### src/rtl/tank_cmd_gen.sv
// Tank direction/fire command producer: synchronizes and debounces the player
// buttons, issues one direction strobe per game frame and a held fire request.
module tank_cmd_gen #(
  parameter int FRAME_DIV     = 833333,
  parameter int DEBOUNCE      = 250000,
  parameter int FIRE_COOLDOWN = 15
) (
  input  logic       clk,
  input  logic       rst,
  input  logic       btn_up,
  input  logic       btn_down,
  input  logic       btn_left,
  input  logic       btn_right,
  input  logic       btn_fire,
  input  logic [1:0] game_state,
  input  logic       fire_ack,
  output logic [2:0] direction_in,
  output logic       valid_take_direction,
  output logic       fire_req,
  output logic       frame_tick
);

  localparam int DW = $clog2(DEBOUNCE + 1);
  localparam int FW = $clog2(FRAME_DIV);
  localparam int NB = 5;

  localparam int BTN_UP    = 0;
  localparam int BTN_DOWN  = 1;
  localparam int BTN_LEFT  = 2;
  localparam int BTN_RIGHT = 3;
  localparam int BTN_FIRE  = 4;

  localparam logic [2:0] DIR_UP    = 3'd0;
  localparam logic [2:0] DIR_DOWN  = 3'd1;
  localparam logic [2:0] DIR_LEFT  = 3'd2;
  localparam logic [2:0] DIR_RIGHT = 3'd3;
  localparam logic [2:0] DIR_STAND = 3'd4;

  localparam logic [1:0] GS_PLAY = 2'b01;

  typedef enum logic [1:0] {
    FIRE_IDLE,
    FIRE_REQ,
    FIRE_COOL
  } fire_state_t;

  logic [NB-1:0] raw_btn;
  logic [NB-1:0] sync1;
  logic [NB-1:0] sync2;
  logic [NB-1:0] stable;
  logic [DW-1:0] db_cnt [NB];

  logic [FW-1:0] frame_cnt;
  logic          play;

  logic [2:0]    dir_enc;
  logic [2:0]    dir_q;
  logic          valid_q;

  fire_state_t   fire_state;
  fire_state_t   fire_state_next;
  logic [7:0]    cool_cnt;
  logic [7:0]    cool_cnt_next;
  logic          fire_prev;
  logic          fire_rise;

  assign raw_btn = {btn_fire, btn_right, btn_left, btn_down, btn_up};
  assign play    = (game_state == GS_PLAY);

  // Commit happens on the increment that would bring the count to DEBOUNCE,
  // so a change is stable exactly DEBOUNCE cycles after the synchronizer.
  always_ff @(posedge clk or posedge rst) begin
    if (rst) begin
      sync1  <= '0;
      sync2  <= '0;
      stable <= '0;
      for (int unsigned i = 0; i < NB; i++) begin
        db_cnt[i] <= '0;
      end
    end else begin
      sync1 <= raw_btn;
      sync2 <= sync1;
      for (int unsigned i = 0; i < NB; i++) begin
        if (sync2[i] == stable[i]) begin
          db_cnt[i] <= '0;
        end else if (db_cnt[i] == DW'(DEBOUNCE - 1)) begin
          stable[i] <= sync2[i];
          db_cnt[i] <= '0;
        end else begin
          db_cnt[i] <= db_cnt[i] + DW'(1);
        end
      end
    end
  end

  assign frame_tick = (frame_cnt == FW'(FRAME_DIV - 1));

  always_ff @(posedge clk or posedge rst) begin
    if (rst) begin
      frame_cnt <= '0;
    end else if (frame_tick) begin
      frame_cnt <= '0;
    end else begin
      frame_cnt <= frame_cnt + FW'(1);
    end
  end

  always_comb begin
    dir_enc = DIR_STAND;
    if (stable[BTN_UP]) begin
      dir_enc = DIR_UP;
    end else if (stable[BTN_DOWN]) begin
      dir_enc = DIR_DOWN;
    end else if (stable[BTN_LEFT]) begin
      dir_enc = DIR_LEFT;
    end else if (stable[BTN_RIGHT]) begin
      dir_enc = DIR_RIGHT;
    end
  end

  always_ff @(posedge clk or posedge rst) begin
    if (rst) begin
      dir_q   <= DIR_STAND;
      valid_q <= 1'b0;
    end else if (!play) begin
      dir_q   <= DIR_STAND;
      valid_q <= 1'b0;
    end else if (frame_tick) begin
      dir_q   <= dir_enc;
      valid_q <= 1'b1;
    end else begin
      valid_q <= 1'b0;
    end
  end

  // Leaving PLAY must take effect in the same cycle, so the outputs are gated.
  assign direction_in         = play ? dir_q : DIR_STAND;
  assign valid_take_direction = valid_q & play;

  assign fire_rise = stable[BTN_FIRE] & ~fire_prev;

  always_ff @(posedge clk or posedge rst) begin
    if (rst) begin
      fire_state <= FIRE_IDLE;
      cool_cnt   <= '0;
      fire_prev  <= 1'b0;
    end else begin
      fire_state <= fire_state_next;
      cool_cnt   <= cool_cnt_next;
      fire_prev  <= stable[BTN_FIRE];
    end
  end

  always_comb begin
    fire_state_next = fire_state;
    cool_cnt_next   = cool_cnt;
    fire_req        = (fire_state == FIRE_REQ);
    if (!play) begin
      fire_state_next = FIRE_IDLE;
      cool_cnt_next   = '0;
    end else begin
      case (fire_state)
        FIRE_IDLE: begin
          if (fire_rise) begin
            fire_state_next = FIRE_REQ;
          end
        end
        FIRE_REQ: begin
          if (fire_ack) begin
            fire_state_next = FIRE_COOL;
            cool_cnt_next   = 8'(FIRE_COOLDOWN);
          end
        end
        FIRE_COOL: begin
          if (cool_cnt == '0) begin
            fire_state_next = FIRE_IDLE;
          end else if (frame_tick) begin
            cool_cnt_next = cool_cnt - 8'd1;
          end
        end
        default: begin
          fire_state_next = FIRE_IDLE;
        end
      endcase
    end
  end

endmodule

### config.mk
export PLATFORM = sky130hd
export DESIGN_NAME = tank_cmd_gen
export DESIGN_NICKNAME = d
export VERILOG_FILES = /design/src/rtl/tank_cmd_gen.sv
export SDC_FILE = /design/constraint.sdc
export NUM_CORES = 1
export LEC_CHECK = 0
export BUFFER_PORTS_ARGS = -buffer_cell sky130_fd_sc_hd__buf_2
export CAP_MARGIN = 40
export CORE_MARGIN = 5
export CORE_UTILIZATION = 56
export DETAILED_ROUTE_END_ITERATION = 8
export PLACE_DENSITY = 0.87
export SLEW_MARGIN = 20
export SYNTH_ARGS = -nofsm -noshare
export SYNTH_HDL_FRONTEND = slang
export SYNTH_SLANG_ARGS = --single-unit
### constraint.sdc
create_clock -name clk -period 4 [get_ports clk]
set_input_delay 0.4 -clock clk [delete_from_list [all_inputs] [get_ports clk]]
set_output_delay 0.4 -clock clk [all_outputs]
set_load 0.005 [all_outputs]
==> impl_metrics.py <==
metrics = {
    "finish": {
        "drive_gt1_frac": 0.0971,
        "final_cell_count_no_fill": 847,
        "final_nets": 707,
        "nFillCells": 891,
        "syn_to_final_growth_pct": 12.6,
        "n_antenna_cell": 0,
    },
    "die": {
        "initial_core_util": 0.564,
        "die_area_um2": 14200,
        "fp.dieW_um": 119,
        "dieHeight_um": 119,
        "core-area_um2": 11900,
        "placementRows": 40,
        "io_pins": 16,
    },
    "cts": {
        "cts-root-buf": "clkbuf_16",
        "clkTransAtPathRegs_ns": 0.05,
        "clock-sinks": 140,
        "ctsLongestPathBuffers": 2,
        "cts_tree": "done",
        "numCtsBuffers": 17,
        "cts_max_level": 4,
        "ctsResizeCount": 0,
        "clock_latency_ns": 0.42,
    },
    "timing": {
        "relSlewSlack": 0.555,
        "setup_viol": 0,
        "finalHoldViolCount": 0,
        "rsz0062_at_grt": "false",
        "max_slew.worst_pin.slew_ns": 0.668,
        "drv_slew": 0,
        "min_period_ns": 2.37,
        "fmax_mhz": 422,
        "worst_clock_skew_ns": 0.00876,
        "fin_crit_sh": 0.592,
        "setup-tns-final_ns": 0,
    },
    "synth": {
        "synthCells": 667,
        "synth_edf_count": 0,
        "syn_nets": 686,
        "synth.distinct_cells": 48,
        "avgSynthCellArea_um2": 10.0,
        "synth-warning-count": 0,
        "synthArstFlopShare": 1.00,
        "ys_seq_area_frac": 0.524,
        "ys_seq_elements": 140,
        "synthFlopType": "dfrtp_1",
        "syn-cell-area_um2": 6690,
    },
    "place": {
        "dp_cells": 813,
        "gp_routability_congestion": 0.811,
        "dp_hpwl_um": 8320,
        "io_buffers": 15,
    },
    "pwr": {
        "vdd_drop_max_mv": 0.316,
        "leakagePower_nw": 3.33,
        "power.density_nw_per_um2": 421,
    },
    "status": {
        "status": "completed",
    },
    "drt": {
        "drt_drc_violations_left": 0,
        "viasPerCell": 5.58,
        "wire_per_inst_um": 14.9,
        "vias": 4729,
        "drtIter0Drc": 419,
        "wl_um": 12600,
        "firstDrtPassIters": 4,
        "ant_nets": 0,
    },
    "worst_setup_path": {
        "arrival_ns": 1.97,
        "required_ns": 3.60,
        "start_kind": "flop",
        "critPathMaxFanout": 7,
        "rr_worst_depth": 7,
        "reg2reg_from": "frame_cnt[0]",
        "startpoint": "frame_cnt[14]",
        "crit_type": "flop to primary output",
        "end_kind": "primary output",
        "r2r_end": "cool_cnt[6]",
        "reg2reg_setup_slack_ns": 1.80,
    },
    "global_routing": {
        "first_global_vias": 4807,
        "grt_pass1_wl_um": 21900,
        "grt_overflow": 0,
        "grt_max_degree": 66,
        "antenna_found_initial": 0,
        "track_usage": 0.189,
    },
    "min_path": {
        "hp-start": "btn_down",
        "min_path_type": "input port to flop",
        "min_path_cells": 1,
        "min_to": "sync1[1]",
    },
    "job": {
        "maxCapViolations": 0,
    },
}
flip-flops by register name, indices dropped and copies added (netlist names):
| name | flops |
|---|---|
| sync1 | 5 |
| valid_q | 1 |
| fire_prev | 1 |
| frame_cnt | 20 |
| stable | 5 |
| fire_state | 2 |
| sync2 | 5 |
| cool_cnt | 8 |
| db_cnt | 90 |
| dir_q | 3 |
through the flow:
| stage | util | hold WS (ns) | total power, mW | area [um^2] | worst slack, ns |
|---|---|---|---|---|---|
| finish | 0.635 | 0.0848 | 3.17 | 7530 | 1.63 |
| detailed placement | 0.578 | 0.341 | 1.58 | 6860 | 1.83 |
| global placement | 0.578 | 0.338 | 1.58 | 6860 | 1.97 |
| CTS | 0.630 | 0.0723 | 3.19 | 7480 | 1.58 |
| global route | 0.635 | 0.0721 | 3.28 | 7530 | 1.51 |
| floorplan | - | 0.331 | 1.56 | 6700 | 1.85 |
kinds of logic after synthesis:
logic type / synth area share
mux: 0.0172
compound gates: 0.0224
flops: 0.524
xor+xnor: 0.134
simple gates: 0.257
fa+ha+maj: 0.0168
buf+inv: 0.0288
how the worst max path moves through the flow:
stage | cells after the start | slack, ns | to
global route | 5 | 1.51 | frame_tick
global placement | 7 | 1.97 | cool_cnt[6]
finish | 5 | 1.63 | frame_tick
CTS | 5 | 1.58 | frame_tick
detailed placement | 7 | 1.83 | cool_cnt[6]
floorplan | 1 | 1.85 | cool_cnt[0]
report_power, final:
part / switching (mW) / internal (mW) / total, mW
Combinational: 0.0704 / 0.0368 / 0.107
Sequential: 0.0209 / 1.44 / 1.46
Clock: 0.581 / 1.03 / 1.61
repair_timing:
item	4_1_cts	5_1_grt
hold buffers	1	0
buffers inserted	0	0
endpoints found under the setup margin	0	0
endpoints found under the hold margin	13	0
synth_stat cells, types with 4 or more instances:
cell type  number  share of area
clkbuf_1        5         0.0028
nand4_1        23          0.022
xnor2_1        50          0.065
nand2b_1        4         0.0037
dfrtp_1       139           0.52
a21oi_1        12         0.0090
xor2_1         52          0.068
nor4_1         12          0.011
nor2_1        147          0.082
mux2i_1         4         0.0060
nor3_1         11         0.0082
buf_2           7         0.0052
and2_1          4         0.0037
and4_1         10          0.013
mux2_2          4         0.0067
nand2_1        41          0.023
inv_1          22          0.012
nand3_1        46          0.034
nor4b_1         6         0.0079
nor2b_1         4         0.0037
ha_1            9          0.017
and3_1         16          0.015
final cells by class:
type | instances | area, um^2 | area share
Timing Repair Buffer | 20 | 155 | 0.0206
Inverter | 22 | 86.3 | 0.0115
Clock inverter | 10 | 138 | 0.0183
Tap cell | 147 | 184 | 0.0244
Clock buffer | 21 | 470 | 0.0625
Multi-Input combinational cell | 487 | 2990 | 0.398
Sequential cell | 140 | 3500 | 0.465
critical path: stages, from the launching register on:
cell and delay, ns:
dfrtp_1 0.45, nand4bb_1 0.26, nor4_4 0.33, nand3_1 0.21, inv_1 0.16, buf_2 0.13
routing by layer:
metal  track usage  vias to the layer above  part of all wire
met5             0                        -                 0
met4        0.0816                        0             0.018
met3        0.0546                       22             0.034
met2         0.304                       84              0.50
met1         0.239                     2340              0.45
li1              -                     2283                 -
placed cells by master (no fill, tap or decap), types with 6 or more instances in the layout:
master	instances
and3_1	16
nor4_1	12
and4_1	10
dfrtp_1	139
clkbuf_16	17
xnor2_1	50
a21oi_1	12
nand4_1	23
ha_1	9
xor2_1	52
nor2_1	147
inv_1	21
buf_2	15
nand2_1	41
nor4b_1	6
nor3_1	11
nand3_1	46
Power figures use the tool's default switching activity.
